### config.mk
export PLATFORM = sky130hd
export DESIGN_NAME = matmul_sequencer
export DESIGN_NICKNAME = d
export VERILOG_FILES = /design/src/rtl/matmul_pkg.sv /design/src/rtl/matmul_index_counter.sv /design/src/rtl/matmul_sequencer.sv
export SDC_FILE = /design/constraint.sdc
export NUM_CORES = 1
export LEC_CHECK = 0
export ABC_AREA = 1
export CAP_MARGIN = 25
export CORE_ASPECT_RATIO = 1.5
export CORE_MARGIN = 3
export CORE_UTILIZATION = 30
export CTS_CLUSTER_DIAMETER = 30
export DETAILED_ROUTE_END_ITERATION = 7
export PLACE_DENSITY = 0.61
export SYNTH_ARGS = -nofsm -noshare
export SYNTH_HDL_FRONTEND = slang
export SYNTH_SLANG_ARGS = --single-unit
export TNS_END_PERCENT = 20
### constraint.sdc
create_clock -name clock -period 1.4 [get_ports clock]
set_input_delay 0.35 -clock clock [delete_from_list [all_inputs] [get_ports clock]]
set_output_delay 0.35 -clock clock [all_outputs]
set_load 0.005 [all_outputs]
### src/rtl/matmul_pkg.sv
// rtl/matmul_pkg.sv - shared state encoding and default sizes for the matmul sequencer
package matmul_pkg;

  localparam int DEFAULT_DIM    = 4;
  localparam int DEFAULT_ADDR_W = 8;

  typedef enum logic [1:0] {
    ST_IDLE     = 2'b00,
    ST_RUN      = 2'b01,
    ST_DRAIN    = 2'b10,
    ST_COMPLETE = 2'b11
  } state_e;

endpackage

### src/rtl/matmul_index_counter.sv
// rtl/matmul_index_counter.sv - nested i/j/k index counter, k fastest, with clear and last flag
module matmul_index_counter
  import matmul_pkg::*;
#(
  parameter int DIM   = DEFAULT_DIM,
  parameter int IDX_W = (DIM > 1) ? $clog2(DIM) : 1
) (
  input  logic             clock,
  input  logic             rst_n,
  input  logic             clr_i,
  input  logic             en_i,
  output logic [IDX_W-1:0] i_o,
  output logic [IDX_W-1:0] j_o,
  output logic [IDX_W-1:0] k_o,
  output logic             last_o
);

  localparam logic [IDX_W-1:0] MAX = IDX_W'(DIM - 1);

  logic [IDX_W-1:0] i_q, j_q, k_q;
  logic [IDX_W-1:0] i_d, j_d, k_d;

  // The full sweep wraps back to 0/0/0 so the counter idles at the origin.
  always_comb begin
    i_d = i_q;
    j_d = j_q;
    k_d = k_q;
    if (clr_i) begin
      i_d = '0;
      j_d = '0;
      k_d = '0;
    end else if (en_i) begin
      if (k_q == MAX) begin
        k_d = '0;
        if (j_q == MAX) begin
          j_d = '0;
          i_d = (i_q == MAX) ? '0 : i_q + 1'b1;
        end else begin
          j_d = j_q + 1'b1;
        end
      end else begin
        k_d = k_q + 1'b1;
      end
    end
  end

  always_ff @(posedge clock or negedge rst_n) begin
    if (!rst_n) begin
      i_q <= '0;
      j_q <= '0;
      k_q <= '0;
    end else begin
      i_q <= i_d;
      j_q <= j_d;
      k_q <= k_d;
    end
  end

  assign i_o    = i_q;
  assign j_o    = j_q;
  assign k_o    = k_q;
  assign last_o = (i_q == MAX) && (j_q == MAX) && (k_q == MAX);

endmodule

### src/rtl/matmul_sequencer.sv
// rtl/matmul_sequencer.sv - address/strobe sequencer for a DIM x DIM matrix multiply
module matmul_sequencer
  import matmul_pkg::*;
#(
  parameter int DIM    = DEFAULT_DIM,
  parameter int ADDR_W = DEFAULT_ADDR_W
) (
  input  logic              clock,
  input  logic              rst_n,
  input  logic              start,
  input  logic              abort,
  output logic              rd_en,
  output logic [ADDR_W-1:0] a_addr,
  output logic [ADDR_W-1:0] b_addr,
  output logic              mac_en,
  output logic              mac_clr,
  output logic              c_we,
  output logic [ADDR_W-1:0] c_addr,
  output logic [1:0]        status,
  output logic              done
);

  localparam int                IDX_W  = (DIM > 1) ? $clog2(DIM) : 1;
  localparam logic [IDX_W-1:0]  K_LAST = IDX_W'(DIM - 1);
  localparam logic [ADDR_W-1:0] DIM_A  = ADDR_W'(DIM);

  state_e            state_q, state_d;
  logic              drain_q, drain_d;
  logic              rd_en_q, rd_en_d;
  logic              mac_en_q, mac_en_d;
  logic              mac_clr_q, mac_clr_d;
  logic              mac_last_q, mac_last_d;
  logic [ADDR_W-1:0] mac_caddr_q, mac_caddr_d;
  logic              c_we_q, c_we_d;
  logic [ADDR_W-1:0] c_addr_q, c_addr_d;

  logic [IDX_W-1:0]  i_idx, j_idx, k_idx;
  logic              idx_last, idx_en, idx_clr;

  matmul_index_counter #(.DIM(DIM), .IDX_W(IDX_W)) u_idx (
    .clock  (clock),
    .rst_n  (rst_n),
    .clr_i  (idx_clr),
    .en_i   (idx_en),
    .i_o    (i_idx),
    .j_o    (j_idx),
    .k_o    (k_idx),
    .last_o (idx_last)
  );

  // The counter always holds the index of the read presented this cycle.
  always_comb begin
    state_d = state_q;
    drain_d = 1'b0;
    idx_en  = 1'b0;
    idx_clr = 1'b0;
    case (state_q)
      ST_IDLE: begin
        if (start && !abort) state_d = ST_RUN;
      end
      ST_RUN: begin
        if (abort) begin
          state_d = ST_IDLE;
          idx_clr = 1'b1;
        end else begin
          idx_en = 1'b1;
          if (idx_last) state_d = ST_DRAIN;
        end
      end
      ST_DRAIN: begin
        if (abort) begin
          state_d = ST_IDLE;
          idx_clr = 1'b1;
        end else if (drain_q) begin
          state_d = ST_COMPLETE;
        end else begin
          drain_d = 1'b1;
        end
      end
      ST_COMPLETE: begin
        if (!start) state_d = ST_IDLE;
      end
      default: state_d = ST_IDLE;
    endcase
  end

  // Two-stage strobe pipeline; abort kills anything still in flight.
  always_comb begin
    rd_en_d     = (state_d == ST_RUN);
    mac_en_d    = rd_en_q && !abort;
    mac_clr_d   = mac_en_d && (k_idx == '0);
    mac_last_d  = mac_en_d && (k_idx == K_LAST);
    mac_caddr_d = ADDR_W'(i_idx) * DIM_A + ADDR_W'(j_idx);
    c_we_d      = mac_last_q && !abort;
    c_addr_d    = c_we_d ? mac_caddr_q : '0;
  end

  always_ff @(posedge clock or negedge rst_n) begin
    if (!rst_n) begin
      state_q     <= ST_IDLE;
      drain_q     <= 1'b0;
      rd_en_q     <= 1'b0;
      mac_en_q    <= 1'b0;
      mac_clr_q   <= 1'b0;
      mac_last_q  <= 1'b0;
      mac_caddr_q <= '0;
      c_we_q      <= 1'b0;
      c_addr_q    <= '0;
    end else begin
      state_q     <= state_d;
      drain_q     <= drain_d;
      rd_en_q     <= rd_en_d;
      mac_en_q    <= mac_en_d;
      mac_clr_q   <= mac_clr_d;
      mac_last_q  <= mac_last_d;
      mac_caddr_q <= mac_caddr_d;
      c_we_q      <= c_we_d;
      c_addr_q    <= c_addr_d;
    end
  end

  assign rd_en   = rd_en_q;
  assign a_addr  = ADDR_W'(i_idx) * DIM_A + ADDR_W'(k_idx);
  assign b_addr  = ADDR_W'(k_idx) * DIM_A + ADDR_W'(j_idx);
  assign mac_en  = mac_en_q;
  assign mac_clr = mac_clr_q;
  assign c_we    = c_we_q;
  assign c_addr  = c_addr_q;
  assign status  = state_q;
  assign done    = (state_q == ST_COMPLETE);

endmodule

== After elaboration in Yosys (flattened, before gate mapping) ==
Cells that the tools add are included.

* Register bits: 27
* Bits in latches: 0
* RAM bits: 0
* ROM bits: 0
* Input port bits: 4
* Output and inout bits: 31
* Logic and storage cells: 68
* Memories kept: 0

* $add $sub $neg: 6
* Multiply operators: 0
* Div/mod/pow operators: 0
* $lt $le $gt $ge: 0
* Equal/unequal tests: 7
* Shifts and indexed selects: 0
* Multiplexer cells: 27
* Bitwise operators: 0
* Reduce and logical (&&, ||, !) cells: 16

{| class="wikitable"
|+ Operator list
! cell !! number
|-
| two-way mux 2 bit || 18
|-
| adder 4 x 2 -> 5 bit || 3
|-
| == test 2 bit, second input constant || 5
|-
| case mux 2 bit (4 select lines) || 1
|-
| logical AND 1 bit || 7
|-
| two-way mux 1 bit || 7
|-
| adder 2 x 1 -> 2 bit, second input constant || 3
|-
| nonzero test 2 bit || 3
|-
| two-way mux 5 bit || 1
|-
| == test 2 x 1 -> 1 bit, second input constant || 2
|-
| zero test 2 bit || 2
|-
| AND reduction 3 bit || 1
|-
| AND reduction 2 bit || 1
|-
| OR reduction 2 bit || 1
|-
| zero test 1 bit || 1
|}

== Longest topological paths before layout ==
* Depth in word-level cells: 7
* Depth in mapped cells: 10
* Mapped depth without buffers: 10

== Hierarchy ==
A second synthesis with hierarchy kept.

* Cells, all modules: 123
* Area total of the unflattened synthesis: 1101.1 um^2

{| class="wikitable"
|+ Modules (own cells, without submodules)
! module !! times used !! cells an instance !! area each (um^2) !! seq. area each (um^2)
|-
| matmul_sequencer || 1 || 86 || 782.0 || 400.4
|-
| matmul_index_counter || 1 || 37 || 319.1 || 150.1
|}

== Worst setup path before layout ==
Ideal clock, no wire load.

* Path type: reg2reg
* Start point: register state_q[1], in the netlist status[1]
* End point: register u_idx.i_q[0], in the netlist u_idx.i_o[0]
* Library setup time: 121 ps
* Arrival: 1206 ps
* Required time: 1279 ps
* Slack: 74 ps
* Stages on the path, launching flop included: 10
* Buffers on the path: 0
* Period minus slack after synthesis: 1326 ps
* Cells stage by stage: dfrtp_1 > inv_1 > ha_1 > inv_1 > nor2_2 > nand2_1 > nand2_2 > nand2_2 > nand2_1 > o21ai_1

* Word-level cells in the longest chain between the ends: 5
* Elaborated cells between the ends (all ways): 10
* Classes of those cells: eq/ne (2); mux (3); reduce/logical (5)

{| class="wikitable"
|+ Ends and longest elaborated chain
! what !! RTL line !! source
|-
| from (decl) || matmul_sequencer.sv:27 || <nowiki>state_e state_q, state_d;</nowiki>
|-
| from (signal assigned) || matmul_sequencer.sv:110 || <nowiki>state_q <= state_d;</nowiki>
|-
| == test 2 bit or == test 2 x 1 -> 1 bit (tied branches) || matmul_sequencer.sv:57 || <nowiki>case (state_q)</nowiki>
|-
| OR reduction 2 bit (no source line) || - ||
|-
| two-way mux 1 bit || - ||
|-
| nonzero test 2 bit (no source line) || - ||
|-
| AND reduction 3 bit (no source line) || - ||
|-
| to (signal assigned) || matmul_index_counter.sv:53 || <nowiki>i_q <= i_d;</nowiki>
|-
| to (decl) || matmul_index_counter.sv:20 || <nowiki>logic [IDX_W-1:0] i_q, j_q, k_q;</nowiki>
|}

Several ways; a longest one is shown, not always the timed one.
A chain may end at the register's enable or synchronous reset.

== Worst setup path after layout ==
* Start point: register state_q[0], in the netlist status[0]
* End point: output done

* Word-level cells in the longest chain between the ends: 1

{| class="wikitable"
|+ Ends and longest elaborated chain
! what !! RTL line !! source
|-
| == test 2 bit || matmul_sequencer.sv:130 || <nowiki>assign done = (state_q == ST_COMPLETE);</nowiki>
|-
| to (decl) || matmul_sequencer.sv:20 || <nowiki>output logic done</nowiki>
|}

No other way between the ends.

==> out/metrics.yaml <==
power_density_mw_per_mm2: 1670
post-place-ws_ps: -233
worst-r2r-setup-slack_ps: 10
ctsHoldBuffers: 0
grt_pass1_wl_um: 3640
die_h_um: 79.3
clk_pin_slew_ps: 80
yosysTopAreaCell: "dfrtp_1"
grt.overflow.total: 0
yosysWarnings: 0
core_mm2: 0.00342
power.total_mw: 2.60
cts.sinks: 22
violations: "negative setup slack"
critPathMaxFanout: 3
nets: 172
setup-tns-final_ps: -15.1
gp_congestion: 0.805
hold_class: "in2async"
vias_per_cell: 4.29
pin_count: 35
syn2layout_area_growth_pct: 45.1
io_buffers: 22
setup_violations: 1
drc: 0
die_w_um: 54.8
rr_endpoint: "u_idx.i_o[0]"
arrival_ps: 1070
fin_ws_ps: -15.1
p_leak_nw: 0.862
drtIter0Drc: 7
cts_max_level: 1
drv_cap: 0
ant_nets: 0
r2r_start: "status[1]"
wl_per_cell_um: 11.0
drive_gt1_share_pct: 28.9
required_ps: 1050
dp_hpwl_um: 1580
nFillCells: 353
drt-total-wl_um: 2220
crit_type: "reg2out"
synth_flop_cell: "dfrtp_1"
yosys.cell_count.top_type: "nand2_1"
fp-row-count: 26
vdd_drop_max_mv: 0.648
numCtsBuffers: 3
status: "complete, but fails checks"
cp-startpoint: "status[0]"
cts_tree: "done"
synth_top_area_share_pct: 51.3
layout_min_cycle_time_ps: 1420
synth_edf_count: 0
grt_use_total_pct: 11.2
synth_seq_cells: 22
yosysUniqueCellTypes: 18
report.final.slew_viol_count: 0
clockRootBuffer: "clkbuf_8"
synthTopCellsByArea: "dfrtp_1 (51%), buf_4 (9.8%), ha_1 (9.3%), nand2_1 (8.4%), inv_1 (4.9%)"
clockBufferDepth: 2
netlist_area_mm2: 0.00107
min_period_over_period_pct: 101
fmaxAchievable_ghz: 0.707
syn_area_per_cell_um2: 9.18
synth_common_cells: "nand2_1 (24), dfrtp_1 (22), buf_4 (14), inv_1 (14), nand3_1 (9)"
endpoint_kind: "output port"
skew_ps: 8.24
die-area_mm2: 0.00435
grt_pass1_vias: 888
rsz0062_at_grt: "yes"
grt_max_degree: 23
synth-async-reset-ratio_pct: 100
finalHoldViolations: 0
syn_inst: 117
firstDrtPassIters: 4
initial_core_util_pct: 31.4
r2r_cells: 10
antenna_found_initial: 0
insertion_delay_ps: 260
holdWs_ps: 427
seq_area_frac_synth_pct: 51.3
num_antenna_cells: 0
vias: 862
crit_path_start_kind: "register"
## layout by cell type (no fill, tap or decap)
cell type / netlist / final
o21ai_0: 3 / 1
buf_6: 0 / 5
inv_6: 0 / 1
inv_1: 14 / 11
and3_1: 1 / 1
nand3_1: 9 / 9
nor3_1: 1 / 1
nand2_2: 3 / 8
ha_4: 0 / 4
dfrtp_1: 22 / 22
clkdlybuf4s50_1: 0 / 3
o21a_1: 1 / 1
inv_4: 0 / 1
bufinv_16: 0 / 1
ha_1: 8 / 4
inv_2: 2 / 3
o21ai_1: 3 / 5
nand2_1: 24 / 19
conb_1: 1 / 12
nor2_2: 2 / 1
buf_4: 14 / 15
dlygate4sd2_1: 0 / 16
clkbuf_8: 0 / 3
nor2_4: 0 / 1
nand4_1: 1 / 1
or2_2: 1 / 1
nor2_1: 7 / 7
buf_2: 0 / 2
## metal layers
metal	GRT usage (%)	part of all wire, %
met1	11.7	37
met2	20.7	54
met3	2.06	7.7
met4	4.49	0.27
met5	0	0
## worst max-delay path by stage
stage	end	slack, ps	cells after the start
global placement	u_idx.i_o[0]	-190	7
floorplan	u_idx.i_o[0]	70	9
global route	u_idx.i_o[0]	-100	10
finish	done	-20	3
detailed placement	u_idx.i_o[1]	-230	7
CTS	rd_en	-80	12
## layout make-up
| type | count | area [um2] | area share [%] |
|---|---|---|---|
| flip-flops and latches | 22 | 551 | 35.3 |
| multi-input cells | 76 | 467 | 30.0 |
| repair buffers | 41 | 349 | 22.4 |
| inverters | 16 | 67.6 | 4.34 |
| well taps | 42 | 52.6 | 3.37 |
| clock buffers | 3 | 41.3 | 2.65 |
| clock inverters | 1 | 30.0 | 1.93 |
## report_power, final
part | switching, mW | internal [mW]
Clock | 0.202 | 0.382
Sequential | 0.0767 | 0.804
Combinational | 0.556 | 0.581
## cells by family after synthesis
logic type / Yosys count / synth area share (%)
AO/OA/AOI/OAI: 7 / 3.50
AND/OR/NAND/NOR: 49 / 20.2
buffers and inverters: 30 / 15.4
adder cells (fa/ha/maj): 8 / 9.32
other: 1 / 0.349
flip-flops: 22 / 51.3
## critical path: stages (launching register included)
cell and delay [ps]:
dfrtp_1 410, buf_6 130, ha_4 160, buf_6 110
## state kept, by name (all words and copies together) (netlist names)
signal	cells
c_addr	4
c_we	1
drain_q	1
mac_caddr_q	4
mac_clr	1
mac_en	1
mac_last_q	1
rd_en	1
status	2
u_idx.i_o	2
u_idx.j_o	2
u_idx.k_o	2
## metrics by stage
step	cells	util (%)	instance area (um2)
finish	201	45.6	1560
global route	201	45.6	1560
CTS	201	44.4	1520
detailed placement	187	39.5	1350
global placement	187	39.5	1350
floorplan	128	-	1110
## timing repair
| action | in CTS | in global routing |
|---|---|---|
| resized for setup | 42 | 14 |
| pin swaps | 2 | 9 |
| setup endpoints to repair | 26 | 12 |
| setup buffers | 11 | 2 |
No activity file was read; power rests on OpenSTA's default activity.
